$ cat config.mk
export PLATFORM = sky130hd
export DESIGN_NAME = tdm_adc_rx
export DESIGN_NICKNAME = d
export VERILOG_FILES = /design/src/rtl/tdm_adc_rx.sv
export SDC_FILE = /design/constraint.sdc
export NUM_CORES = 1
export LEC_CHECK = 0
export CAP_MARGIN = 20
export CORE_ASPECT_RATIO = 0.5
export CORE_UTILIZATION = 30
export DETAILED_ROUTE_END_ITERATION = 10
export HOLD_SLACK_MARGIN = 0.05
export PLACE_DENSITY = 0.57
export SLEW_MARGIN = 20
export SYNTH_ARGS = -nofsm -noshare
export SYNTH_HDL_FRONTEND = slang
export SYNTH_SLANG_ARGS = --single-unit
$ cat constraint.sdc
create_clock -name clk -period 3.18 [get_ports clk]
set_input_delay 0.318 -clock clk [delete_from_list [all_inputs] [get_ports clk]]
set_output_delay 0.318 -clock clk [all_outputs]
set_load 0.01 [all_outputs]
$ cat src/rtl/tdm_adc_rx.sv
`default_nettype none
// ============================================================================
// Module      : tdm_adc_rx
// Description : Master-mode TDM receiver for a 4-channel audio ADC.
//               Generates bick/lrck from clk, deserializes the MSB-first
//               serial stream into four 16-bit two's-complement samples and
//               publishes them once per frame with a one-clk strobe and a
//               frame-rate sample_clk for the downstream calibration stage.
// Ports       : clk           system clock
//               rst_n         asynchronous active-low reset
//               enable        run/stop; low holds counters and bick idle
//               sdout         serial data from codec (changes on bick fall)
//               bick, lrck    registered codec bit clock / frame sync
//               sample_out0..3 published samples for slots 0..3
//               sample_valid  one-clk strobe when samples are published
//               sample_clk    rises one clk after publish, falls mid-frame
// Revision    : 1.0 - initial release
// ============================================================================
module tdm_adc_rx #(
  parameter int BICK_HALF   = 1,
  parameter int SLOT_BITS   = 32,
  parameter int N_SLOTS     = 4,
  parameter int SAMPLE_BITS = 16,
  parameter int DATA_DELAY  = 1
) (
  input  logic                   clk,
  input  logic                   rst_n,
  input  logic                   enable,
  input  logic                   sdout,
  output logic                   bick,
  output logic                   lrck,
  output logic [SAMPLE_BITS-1:0] sample_out0,
  output logic [SAMPLE_BITS-1:0] sample_out1,
  output logic [SAMPLE_BITS-1:0] sample_out2,
  output logic [SAMPLE_BITS-1:0] sample_out3,
  output logic                   sample_valid,
  output logic                   sample_clk
);

  localparam int FRAME_BITS = SLOT_BITS * N_SLOTS;
  localparam int HALF_BITS  = FRAME_BITS / 2;
  localparam int BC_W       = $clog2(FRAME_BITS);
  localparam int DIV_W      = (BICK_HALF > 1) ? $clog2(BICK_HALF) : 1;

  localparam logic [BC_W-1:0]  BC_LAST  = BC_W'(FRAME_BITS - 1);
  localparam logic [BC_W-1:0]  BC_HALF  = BC_W'(HALF_BITS);
  localparam logic [DIV_W-1:0] DIV_LAST = DIV_W'(BICK_HALF - 1);

  logic [DIV_W-1:0]       div_cnt_q, div_cnt_d;
  logic [BC_W-1:0]        bit_cnt_q, bit_cnt_d;
  logic                   bick_q, bick_d;
  logic                   lrck_q, lrck_d;
  logic                   sample_valid_q, sample_valid_d;
  logic                   sample_clk_q, sample_clk_d;
  logic [SAMPLE_BITS-1:0] shift_q      [N_SLOTS];
  logic [SAMPLE_BITS-1:0] shift_d      [N_SLOTS];
  logic [SAMPLE_BITS-1:0] sample_out_q [N_SLOTS];
  logic [SAMPLE_BITS-1:0] sample_out_d [N_SLOTS];

  logic div_wrap;
  logic rise_evt;
  logic fall_evt;

  // bick toggles when the divider wraps; the current bick level tells
  // whether that toggle is a rising or a falling edge of the bit clock.
  assign div_wrap = (div_cnt_q == DIV_LAST);
  assign rise_evt = enable & div_wrap & ~bick_q;
  assign fall_evt = enable & div_wrap &  bick_q;

  always_comb begin
    div_cnt_d      = div_cnt_q;
    bit_cnt_d      = bit_cnt_q;
    bick_d         = bick_q;
    lrck_d         = lrck_q;
    sample_clk_d   = sample_clk_q;
    sample_valid_d = 1'b0;
    shift_d        = shift_q;
    sample_out_d   = sample_out_q;

    if (!enable) begin
      // Idle: discard any partial frame, published samples are kept.
      div_cnt_d    = '0;
      bit_cnt_d    = '0;
      bick_d       = 1'b0;
      lrck_d       = 1'b0;
      sample_clk_d = 1'b0;
      for (int s = 0; s < N_SLOTS; s++) begin
        shift_d[s] = '0;
      end
    end else begin
      div_cnt_d = div_wrap ? '0 : div_cnt_q + 1'b1;
      if (div_wrap) begin
        bick_d = ~bick_q;
      end

      if (fall_evt) begin
        bit_cnt_d = (bit_cnt_q == BC_LAST) ? '0 : bit_cnt_q + 1'b1;
        lrck_d    = (bit_cnt_d < BC_HALF);
        if (bit_cnt_d == BC_HALF) begin
          sample_clk_d = 1'b0;
        end
      end

      if (rise_evt) begin
        // Codec changes sdout on the falling edge, so the rising edge is
        // the centre of the bit cell.
        for (int s = 0; s < N_SLOTS; s++) begin
          for (int k = 0; k < SAMPLE_BITS; k++) begin
            if (bit_cnt_q == BC_W'(s * SLOT_BITS + k + DATA_DELAY)) begin
              shift_d[s][SAMPLE_BITS-1-k] = sdout;
            end
          end
        end
        if (bit_cnt_q == BC_LAST) begin
          sample_out_d   = shift_q;
          sample_valid_d = 1'b1;
        end
      end

      // Rising one clk after the outputs change gives the downstream stage
      // a full clk of setup margin.
      if (sample_valid_q) begin
        sample_clk_d = 1'b1;
      end
    end
  end

  always_ff @(posedge clk or negedge rst_n) begin
    if (!rst_n) begin
      div_cnt_q      <= '0;
      bit_cnt_q      <= '0;
      bick_q         <= 1'b0;
      lrck_q         <= 1'b0;
      sample_valid_q <= 1'b0;
      sample_clk_q   <= 1'b0;
      for (int s = 0; s < N_SLOTS; s++) begin
        shift_q[s]      <= '0;
        sample_out_q[s] <= '0;
      end
    end else begin
      div_cnt_q      <= div_cnt_d;
      bit_cnt_q      <= bit_cnt_d;
      bick_q         <= bick_d;
      lrck_q         <= lrck_d;
      sample_valid_q <= sample_valid_d;
      sample_clk_q   <= sample_clk_d;
      shift_q        <= shift_d;
      sample_out_q   <= sample_out_d;
    end
  end

  assign bick         = bick_q;
  assign lrck         = lrck_q;
  assign sample_valid = sample_valid_q;
  assign sample_clk   = sample_clk_q;
  assign sample_out0  = sample_out_q[0];
  assign sample_out1  = sample_out_q[1];
  assign sample_out2  = sample_out_q[2];
  assign sample_out3  = sample_out_q[3];

endmodule
`default_nettype wire

==> results.md, run 1 <==
- Status: completed
- Layout cell share with drive strength beyond 1: 20.0%
- Top cell type's share of synthesized area: 53.0%
- Most common cell in the netlist: dfrtp_1
- DRC violation count after routing: 0
- Met1 Usage GRT: 19.8%
- Area of the core: 21000 µm²
- RSZ-0062 raised after global routing: no
- Vias per cell: 4.60
- Final instance area: 8140 µm²
- Synth Area in Simple Gates: 16.9%
- CTS sink cnt: 139
- Normalized max-slew margin: 30.0%
- Pin count of the biggest net entering global routing: 117
- Critical path startpoint: bick$_DFF_PN0_
- Reg-to-reg startpoint: bit_cnt_q[0]$_DFFE_PN0P_
- Fmax: 403 MHz
- Combinational group share of total power: 3.0%
- Max_cap viols: 0
- Resized Gates After CTS: 0
- Initial antenna violation count: 0
- Number of global-route vias before repair: 4304
- Hold buffer count at cts: 0
- Top Family by Delay on Critical Path: flip-flops
- CP Max Fanout: 29
- Pwr dens: 487 nW/µm²
- Switching part of the total: 21.5%
- Sequential-to-total area share from yosys stat: 53.0%
- Total internal power: 3.11 mW
- CTS root buffer: clkbuf_16
- Fin cells: 947
- CP arrival: 2.16 ns
- Finish-stage setup viols: 0
- CTS tree: done
- Setup tns final: 0 ns
- Clock power frac: 51.9%
- XOR/XNOR share of the synthesized area: 0.533%
- Post-synth top area cell: dfrtp_1
- Clock slew at reported path FFs: 0.06 ns
- Drt wl/cell: 15.6 µm
- Area grow syn2layout: 23.9%
- Starting density of the core: 31.3%
- Drt pass-1 iters: 7
- Critical-path top delay cell: dfrtp_1
- Synthesized-area fraction occupied by adder cells: 0.762%
- Worst-Margin Slew: 1.05 ns
- GPL Wtd Cong: 0.757
- DR vias: 4359
- Final core area utilization: 38.7%
- Crit path kind: reg2out
- GRT Residual Overflow: 0
- Worst hold path type: in2async
- Final hold vios: 0
- Final max-slew violation count: 0
- Latest clock arrival within the worst-skew pair: 0.42 ns
- Port-buffer cells: 71
- Largest family of logic cells by synthesized area: simple AND/OR/NAND/NOR gates
- CP required: 2.86 ns
- Die H: 107 µm
- Dpl hpwl: 9430 µm
- Post-CTS setup buffers: 0
- Nets in the synthesized netlist: 591
- Antenna Cells: 0
- GRT Total Usage: 13.8%
- Placed cells: 915
- Slowest stage delay, CP: 1.03 ns
- Hold WS: 0.0170 ns
- Reg-to-Reg End: sample_out0[1]$_DFFE_PN0P_
- Leak pwr: 3.39 nW
- DRT Wirelength: 14700 µm
- Max Root-Sink Buffers: 2
- Global route hottest layer: met2
- Global-route wire length before repair: 23900 µm
- Io pins: 72
- Yosys cell types: 48
- Maximum vdd drop: 0.306 mV
- CP startpoint kind: register
- # H-tree levels: 4
- Cells after Synth: 583
- Nets@finish: 650
- Compound-Gate Fraction of Synth Area: 9.45%
- Placement Rows: 37
- Placed Area: 7520 µm²
- Met3 Track Usage GR: 3.66%
- Worst-path cell chain: clkdlybuf4s50_1
- EDFF count, synth: 0
- Met2 Use GR: 19.9%
- Most instantiated cells after synthesis: dfrtp_1 (139), nand2_1 (114), a21boi_0 (57), mux2_4 (49), nand3_1 (49)
- Main synth FF type: dfrtp_1
- Cell depth of the worst setup path: 1
- Syn. warnings: 0
- Sequential Power Share: 45.2%
- Die area: 22500 µm²
- Worst reg-to-reg setup slack: 0.72 ns
- Nature of the critical path endpoint: output port
- Switching power: 0.852 mW
- Final ANT Viol Nets: 0
- Worst path bufs/invs: 1
- FF+latch count, synth: 139
- Post-route minimum period: 2.48 ns
- FF-to-FF path depth: 6
- Starting DRT DRC Count: 294
- Synthesized area per cell: 11.3 µm²
- TritonCTS Buffers: 17
- Post-synthesis mux area share: 14.4%
- Area of the mapped netlist: 6570 µm²
- Async set-reset flop share out of synthesis: 100%
- Largest cells by area after synthesis: dfrtp_1 (53%), mux2_4 (11%), a21boi_0 (6.5%), nand2_1 (6.5%), nand3_1 (3.7%)
- Clock skew: 0.00469 ns
- Final period utilization: 78.0%
- Die Width: 211 µm
[how the worst max path moves through the flow]
stage,to,slack (ns)
5_1_grt,sample_out0[1]$_DFFE_PN0P_,0.56
6_report,bick,0.70
3_5_place_dp,sample_out1[3]$_DFFE_PN0P_,0.72
3_3_place_gp,sample_out0[1]$_DFFE_PN0P_,0.79
4_1_cts,bick,0.66
2_1_floorplan,sample_out0[10]$_DFFE_PN0P_,1.20
[power by group through the flow]
stage                     Sequential [mW]  Clock (mW)  Combinational (mW)
after detailed placement             1.82           0               0.122
after global routing                 1.79        2.16               0.135
after floorplan                      1.81           0              0.0642
after CTS                            1.79        2.09               0.122
after global placement               1.82           0               0.122
final                                1.79        2.05               0.118
[area by class of cell]
type                       count  area, µm²
sequential                   139       3480
clock buffer                  22        474
clock inverter                10        139
timing repair buffer          94        890
inverter                       2       7.51
multi-input combinational    388       2780
fill                        2014      12900
tap                          292        365
[sequential cells by signal, indices dropped and copies added, names as in the netlist]
signal and count:
bit_cnt_q 7, sample_out3 16, sample_clk 1, sample_out1 16, lrck 1, sample_out0 16
shift_q 64, bick 1, sample_valid 1, sample_out2 16
[per-layer routing]
| metal | share of wire, % | vias up | wire (µm) |
|---|---|---|---|
| met5 | 0 | - | 0 |
| met4 | 1.1 | 0 | 167 |
| met3 | 5.6 | 13 | 827 |
| met2 | 44 | 71 | 6530 |
| met1 | 49 | 2156 | 7210 |
| li1 | - | 2119 | - |
[logic make-up (layout without fill, tap and decap cells)]
logic type	after synthesis	count (layout)
XOR/XNOR	4	4
buffers and inverters	56	128
AND/OR/NAND/NOR	223	223
flip-flops	139	139
AO/OA/AOI/OAI	89	89
multiplexers	68	68
adder cells (fa/ha/maj)	4	4
[stage by stage]
stage / setup slack [ns] / total power [mW]
finish: 0.699 / 3.96
global route: 0.560 / 4.09
CTS: 0.664 / 4.00
detailed placement: 0.719 / 1.94
global placement: 0.794 / 1.94
floorplan: 1.20 / 1.88
[cell usage in the layout, fill, tap and decap left out, drive strengths merged, types with 3 or more instances in the layout]
cell type      instances
nor3                   3
buf                   25
nand2                114
dfrtp                139
o21ai                 18
nand3                 50
and2                   3
a21boi                61
or3                    3
nand4b                 4
inv                    3
clkdlybuf4s50         68
clkbuf                23
nor2b                  4
nor4bb                 8
bufinv                 3
mux2i                  4
nor2                  16
nor4b                  4
clkinvlp               4
mux2                  64
nor3b                  4
ha                     4
Note: power is estimated with default switching activity, not from simulation.
==> run 2, diff against run 1 <==
==> constraint.sdc (replaced) <==
create_clock -name clk -period 2.5 [get_ports clk]
set_input_delay 0.25 -clock clk [delete_from_list [all_inputs] [get_ports clk]]
set_output_delay 0.25 -clock clk [all_outputs]
set_load 0.01 [all_outputs]
==> results.md, run 2 (synthesis gave the netlist of run 1 again) <==
- Status: completed (unchanged)
- Maximum vdd drop: 0.381 mV (was 0.306 mV)
- DR vias: 4407 (was 4359)
- Switching power: 1.10 mW (was 0.852 mW)
- Starting DRT DRC Count: 320 (was 294)
- Placement Rows: 37 (unchanged)
- CTS tree: done (unchanged)
- Nature of the critical path endpoint: register (was output port)
- Nets@finish: 658 (was 650)
- Fmax: 461 MHz
- Worst Hold Path Cells: 3
- Reg-to-Reg End: sample_out1[3]$_DFFE_PN0P_ (was sample_out0[1]$_DFFE_PN0P_)
- Pwr dens: 600 nW/µm² (was 487 nW/µm²)
- Final hold vios: 0 (unchanged)
- Drt wl/cell: 15.5 µm (was 15.6 µm)
- Number of global-route vias before repair: 4530 (was 4304)
- Leak pwr: 3.42 nW (was 3.39 nW)
- Worst-Margin Slew: 0.759 ns (was 1.05 ns)
- Switching part of the total: 22.4% (was 21.5%)
- TritonCTS Buffers: 17 (unchanged)
- Vias per cell: 4.61 (was 4.60)
- Worst reg-to-reg setup slack: 0.33 ns (was 0.72 ns)
- Hold buffer count at cts: 1 (was 0)
- Max Root-Sink Buffers: 2 (unchanged)
- Sequential Power Share: 46.1% (was 45.2%)
- Final period utilization: 86.7%
- Critical path startpoint: bit_cnt_q[0]$_DFFE_PN0P_ (was bick$_DFF_PN0_)
- Drt pass-1 iters: 4 (was 7)
- Pin count of the biggest net entering global routing: 77 (was 117)
- Final ANT Viol Nets: 0 (unchanged)
- Total internal power: 3.82 mW (was 3.11 mW)
- RSZ-0062 raised after global routing: no (unchanged)
- Normalized max-slew margin: 48.7% (was 30.0%)
- Setup tns final: 0 ns (unchanged)
- DRC violation count after routing: 0 (unchanged)
- CP required: 2.79 ns (was 2.86 ns)
- HP Start: sdout
- Die Width: 211 µm (unchanged)
- Post-Place Worst Slack: 0.333 ns (was 0.719 ns)
- GPL Wtd Cong: 0.783 (was 0.757)
- Final max-slew violation count: 0 (unchanged)
- Combinational group share of total power: 3.5% (was 3.0%)
- Area grow syn2layout: 24.8% (was 23.9%)
- Max_cap viols: 0 (unchanged)
- GRT Residual Overflow: 0 (unchanged)
- Clock slew at reported path FFs: 0.06 ns (about the same)
- FF-to-FF path depth: 6 (unchanged)
- Resized Gates After CTS: 0 (unchanged)
- CTS sink cnt: 139 (unchanged)
- Commonest non-fill, non-tap cell in the layout: dfrtp_1 (unchanged)
- CP startpoint kind: register (unchanged)
- Max reg flops: 64 (unchanged)
- Die H: 107 µm (unchanged)
- Clock skew: 0.0135 ns (was 0.00469 ns)
- Post-CTS setup buffers: 0 (unchanged)
- Reg-to-reg startpoint: bit_cnt_q[0]$_DFFE_PN0P_ (unchanged)
- Hold Path End: shift_q[49]$_DFFE_PN0P_
- Io pins: 72 (unchanged)
- Global-route wire length before repair: 24800 µm (was 23900 µm)
- DRT Wirelength: 14800 µm (was 14700 µm)
- Fin worst setup slack: 0.332 ns (was 0.699 ns)
- Post-route minimum period: 2.17 ns
- Overall Power: 4.92 mW (was 3.96 mW)
- Port-buffer cells: 71 (unchanged)
- CP Max Fanout: 20 (was 29)
- Highest-count cells in the layout ignoring fill and taps: dfrtp_1 (139), nand2_1 (114), clkdlybuf4s50_1 (68) (unchanged)
- # H-tree levels: 4 (unchanged)
- Crit path kind: reg2reg (was reg2out)
- Area of the core: 21000 µm² (unchanged)
- Worst hold path type: in2reg (was in2async)
- Top reg by flops: shift_q (unchanged)
- Clock power frac: 50.5% (was 51.9%)
- CTS root buffer: clkbuf_16 (unchanged)
- Finish-stage setup viols: 0 (unchanged)
- GRT Total Usage: 14.0% (was 13.8%)
- Latest clock arrival within the worst-skew pair: 0.41 ns (was 0.42 ns)
- Starting density of the core: 31.3% (unchanged)
- CP arrival: 2.46 ns (was 2.16 ns)
- Dpl hpwl: 9740 µm (was 9430 µm)
- Antenna Cells: 0 (unchanged)
- Die area: 22500 µm² (unchanged)
- Layout cell share with drive strength beyond 1: 21.0% (was 20.0%)
- Initial antenna violation count: 0 (unchanged)
==> run 2: cell count changes in the layout (fill, tap and decap cells not counted) <==
cell / change
clkbuf_8: -3
bufinv_16: -1
buf_4: +5
buf_12: +2
clkbuf_1: -1
inv_6: +1
dlygate4sd3_1: +1
buf_6: +1
clkinv_4: +3
==> run 2: worst max-delay path, stage by stage (launching register included) <==
cell     delay (ns)
dfrtp_1        0.43
ha_1           0.19
and4_1         0.22
nand3_2        0.14
nor3b_4        0.31
buf_4          0.37
mux2_2         0.38
==> run 2: power groups by stage <==
| stage | logic (mW) | clock network, mW | registers, mW |
|---|---|---|---|
| global route | 0.192 | 2.64 | 2.27 |
| global placement | 0.172 | 0 | 2.31 |
| finish | 0.170 | 2.48 | 2.27 |
| floorplan | 0.0817 | 0 | 2.30 |
| detailed placement | 0.174 | 0 | 2.31 |
| CTS | 0.176 | 2.54 | 2.27 |
==> run 2: area by class of cell <==
cell class                 instances  area (µm²)
clock inverter                    13         144
clock buffer                      19         443
multi-input combinational        388        2780
fill                            2040       12800
timing repair buffer             102         975
tap                              292         365
sequential                       139        3480
inverter                           2        7.51
==> run 2: worst max path at each step <==
stage	to	slack, ns	cells after the start
detailed placement	sample_out1[3]$_DFFE_PN0P_	0.33	6
global route	sample_out1[3]$_DFFE_PN0P_	0.14	6
finish	sample_out1[3]$_DFFE_PN0P_	0.33	6
floorplan	sample_out0[10]$_DFFE_PN0P_	0.52	8
global placement	sample_out0[1]$_DFFE_PN0P_	0.41	6
CTS	sample_out1[3]$_DFFE_PN0P_	0.32	6
==> run 2: metrics by stage <==
step	cells	util (%)	hold WS (ns)	instance area, µm²
after CTS	955	39.0	0.296	8200
after global routing	955	39.0	0.322	8200
after floorplan	583	-	-0.0456	6570
after detailed placement	922	36.2	0.223	7600
after global placement	922	36.2	0.218	7600
final	955	39.0	0.312	8200
==> run 2: per-layer routing <==
layer  part of all wire (%)  vias up  global-route usage [%]
met5                      0        -                       0
met4                   0.33        0                    4.19
met3                    5.7        2                    3.46
met2                     44       71                    20.7
met1                     50     2201                    20.2
li1                       -     2133                       -
==> run 3, diff against run 2 <==
--- a/config.mk
+++ b/config.mk
@@ -5,6 +5,7 @@
 export SDC_FILE = /design/constraint.sdc
 export NUM_CORES = 1
 export LEC_CHECK = 0
+export ABC_AREA = 1
 export CAP_MARGIN = 20
 export CORE_ASPECT_RATIO = 0.5
 export CORE_UTILIZATION = 30
==> results.md, run 3 <==
- Status: completed (unchanged)
- Syn. warnings: 0 (unchanged)
- Layout cell share with drive strength beyond 1: 6.88% (was 21.0%)
- CP required: 2.79 ns (about the same)
- Top cell type's share of synthesized area: 57.5% (was 53.0%)
- Nets in the synthesized netlist: 723 (was 591)
- Post-synth top area cell: dfrtp_1 (unchanged)
- Worst-path cell chain: ha_1 -> nand3_1 -> inv_1 -> nand2_2 -> nor2_4 -> clkinv_2 -> buf_12 -> nand2_1 -> o21ai_0 (was ha_1 -> and4_1 -> nand3_2 -> nor3b_4 -> buf_4 -> mux2_2)
- Yosys cell types: 24 (was 48)
- Pin count of the biggest net entering global routing: 69 (was 77)
- FF+latch count, synth: 139 (unchanged)
- Synthesized area per cell: 8.46 µm² (was 11.3 µm²)
- Area of the mapped netlist: 6050 µm² (was 6570 µm²)
- Finish-stage setup viols: 0 (unchanged)
- Nature of the critical path endpoint: register (unchanged)
- Met1 Usage GRT: 20.4% (was 20.2%)
- Global route hottest layer: met2 (unchanged)
- EDFF count, synth: 0 (unchanged)
- DRC violation count after routing: 0 (unchanged)
- Max_cap viols: 0 (unchanged)
- Pwr dens: 670 nW/µm² (was 600 nW/µm²)
- DR vias: 4768 (was 4407)
- Top reg by flops: shift_q (unchanged)
- Resized Gates After CTS: 0 (unchanged)
- Worst hold path type: in2async (was in2reg)
- GPL Wtd Cong: 0.769 (was 0.783)
- Fin cells: 1066 (was 955)
- Sequential-to-total area share from yosys stat: 57.5% (was 53.0%)
- Drt pass-1 iters: 5 (was 4)
- CTS root buffer: clkbuf_16 (unchanged)
- Worst reg-to-reg setup slack: 0.35 ns (was 0.33 ns)
- Final max-slew violation count: 0 (unchanged)
- Io pins: 72 (unchanged)
- Most instantiated cells after synthesis: nand2_1 (165), dfrtp_1 (139), inv_1 (137), o21ai_0 (132), o21ai_1 (56) (was dfrtp_1 (139), nand2_1 (114), a21boi_0 (57), mux2_4 (49), nand3_1 (49))
- Placement Rows: 36 (was 37)
- Overall Power: 5.12 mW (was 4.92 mW)
- Number of global-route vias before repair: 4579 (was 4530)
- Area of the core: 19600 µm² (was 21000 µm²)
- Worst-Margin Slew: 0.641 ns (was 0.759 ns)
- CTS sink cnt: 139 (unchanged)
- Hold WS: 0.404 ns (was 0.312 ns)
- Cells after Synth: 715 (was 583)
- Critical-path top delay cell: dfrtp_1 (unchanged)
- Dpl hpwl: 9430 µm (was 9740 µm)
- Final period utilization: 86.1% (was 86.7%)
- Final ANT Viol Nets: 0 (unchanged)
- Reg-to-reg startpoint: bit_cnt_q[0]$_DFFE_PN0P_ (unchanged)
- Crit path kind: reg2reg (unchanged)
- Post-route minimum period: 2.15 ns (was 2.17 ns)
- CTS tree: done (unchanged)
- Nets@finish: 795 (was 658)
- Largest cells by area after synthesis: dfrtp_1 (57%), o21ai_0 (11%), nand2_1 (10%), inv_1 (8.5%), o21ai_1 (4.6%) (was dfrtp_1 (53%), mux2_4 (11%), a21boi_0 (6.5%), nand2_1 (6.5%), nand3_1 (3.7%))
- Antenna Cells: 0 (unchanged)
- Most common cell in the netlist: nand2_1 (was dfrtp_1)
- Top Family by Delay on Critical Path: buffers and inverters (was simple AND/OR/NAND/NOR gates)
- Clock slew at reported path FFs: 0.06 ns (about the same)
- Final hold vios: 0 (unchanged)
- Global-route wire length before repair: 23500 µm (was 24800 µm)
- Main synth FF type: dfrtp_1 (unchanged)
- Slowest stage delay, CP: 0.50 ns (was 0.43 ns)
- DRT Wirelength: 14400 µm (was 14800 µm)
- RSZ-0062 raised after global routing: no (unchanged)
- Die area: 20800 µm² (was 22500 µm²)
- GRT Total Usage: 14.6% (was 14.0%)
- Post-CTS setup buffers: 0 (unchanged)
- Normalized max-slew margin: 57.2% (was 48.7%)
- Drt wl/cell: 13.5 µm (was 15.5 µm)
- Async set-reset flop share out of synthesis: 100% (unchanged)
- CP arrival: 2.44 ns (was 2.46 ns)
- Clock skew: 0.00706 ns (was 0.0135 ns)
- Die H: 102 µm (was 107 µm)
- Maximum vdd drop: 0.405 mV (was 0.381 mV)
- Worst path bufs/invs: 3 (was 1)
- GRT Residual Overflow: 0 (unchanged)
- Area grow syn2layout: 26.4% (was 24.8%)
- Die Width: 203 µm (was 211 µm)
- Fillers: 1965 (was 2040)
- Highest-count cells in the layout ignoring fill and taps: nand2_1 (165), dfrtp_1 (139), inv_1 (137) (was dfrtp_1 (139), nand2_1 (114), clkdlybuf4s50_1 (68))
- Vias per cell: 4.47 (was 4.61)
- Max reg flops: 64 (unchanged)
- CP Max Fanout: 57 (was 20)
- Reg-to-Reg End: sample_out1[13]$_DFFE_PN0P_ (was sample_out1[3]$_DFFE_PN0P_)
- Setup tns final: 0 ns (unchanged)
- TritonCTS Buffers: 17 (unchanged)
- Starting density of the core: 30.9% (was 31.3%)
- Final core area utilization: 39.0% (about the same)
- Max Root-Sink Buffers: 2 (unchanged)
- CP startpoint kind: register (unchanged)
- FF-to-FF path depth: 9 (was 6)
- Starting DRT DRC Count: 395 (was 320)
- Leak pwr: 3.81 nW (was 3.42 nW)
- Latest clock arrival within the worst-skew pair: 0.41 ns (about the same)
- Placed cells: 1033 (was 922)
- Port-buffer cells: 71 (unchanged)
- # H-tree levels: 4 (unchanged)
- Met2 Use GR: 22.8% (was 20.7%)
- Met3 Track Usage GR: 2.90% (was 3.46%)
- Fmax: 464 MHz (was 461 MHz)
- Commonest non-fill, non-tap cell in the layout: nand2_1 (was dfrtp_1)
- Initial antenna violation count: 0 (unchanged)
==> run 3: layout make-up <==
class	count	area, µm²	area share [%]
timing repair buffer	84	862	11.3
clock inverter	14	146	1.91
tap	266	333	4.35
clock buffer	18	429	5.61
sequential	139	3480	45.5
inverter	141	531	6.94
multi-input combinational	404	1870	24.4
==> run 3: how the worst max path moves through the flow <==
| stage | from | endpoint | slack [ns] | depth (start not counted) |
|---|---|---|---|---|
| after detailed placement | bit_cnt_q[0]$_DFFE_PN0P_ | sample_out1[13]$_DFFE_PN0P_ | 0.36 | 9 |
| after global placement | bit_cnt_q[0]$_DFFE_PN0P_ | sample_out1[11]$_DFFE_PN0P_ | 0.38 | 9 |
| final | bit_cnt_q[0]$_DFFE_PN0P_ | sample_out1[13]$_DFFE_PN0P_ | 0.35 | 9 |
| after global routing | bit_cnt_q[0]$_DFFE_PN0P_ | sample_out3[12]$_DFFE_PN0P_ | 0.14 | 9 |
| after CTS | bit_cnt_q[0]$_DFFE_PN0P_ | sample_out1[13]$_DFFE_PN0P_ | 0.36 | 9 |
| after floorplan | bit_cnt_q[0]$_DFFE_PN0P_ | sample_out0[12]$_DFFE_PN0P_ | 0.82 | 10 |
==> run 3: cells by family after synthesis <==
group | share of synthesized area (%)
buf+inv | 11.6
simple gates | 13.6
mux | 0.186
compound gates | 16.3
flops | 57.5
fa+ha+maj | 0.827
==> run 3: repair_timing <==
action                     4_1_cts  5_1_grt
hold buffers                     1        0
setup endpoints to repair        0        0
hold endpoints to repair        66        0
==> run 3: power by group <==
group	switching, mW	internal (mW)	leakage (nW)	total, mW
clock network	0.995	1.47	0.265	2.47
registers	0.0384	2.31	1.80	2.35
logic	0.173	0.135	1.74	0.308
==> run 3: routing by layer <==
layer  share of wire (%)  up-vias
met2                  45       95
met1                  49     2283
met4                 1.3        0
li1                    -     2374
met5                   0        -
met3                 4.4       16
==> run 3: stage by stage <==
| stage | area [µm²] | worst slack, ns |
|---|---|---|
| finish | 7650 | 0.347 |
| global route | 7650 | 0.139 |
| CTS | 7650 | 0.356 |
| detailed placement | 7060 | 0.362 |
| global placement | 7060 | 0.378 |
| floorplan | 6050 | 0.816 |
==> run 3: worst reg2reg max path, stage by stage, from the launching register on <==
cell      delay (ns)
dfrtp_1         0.50
ha_1            0.27
nand3_1         0.19
inv_1           0.15
nand2_2         0.10
nor2_4          0.16
clkinv_2        0.24
buf_12          0.27
nand2_1         0.08
o21ai_0         0.08
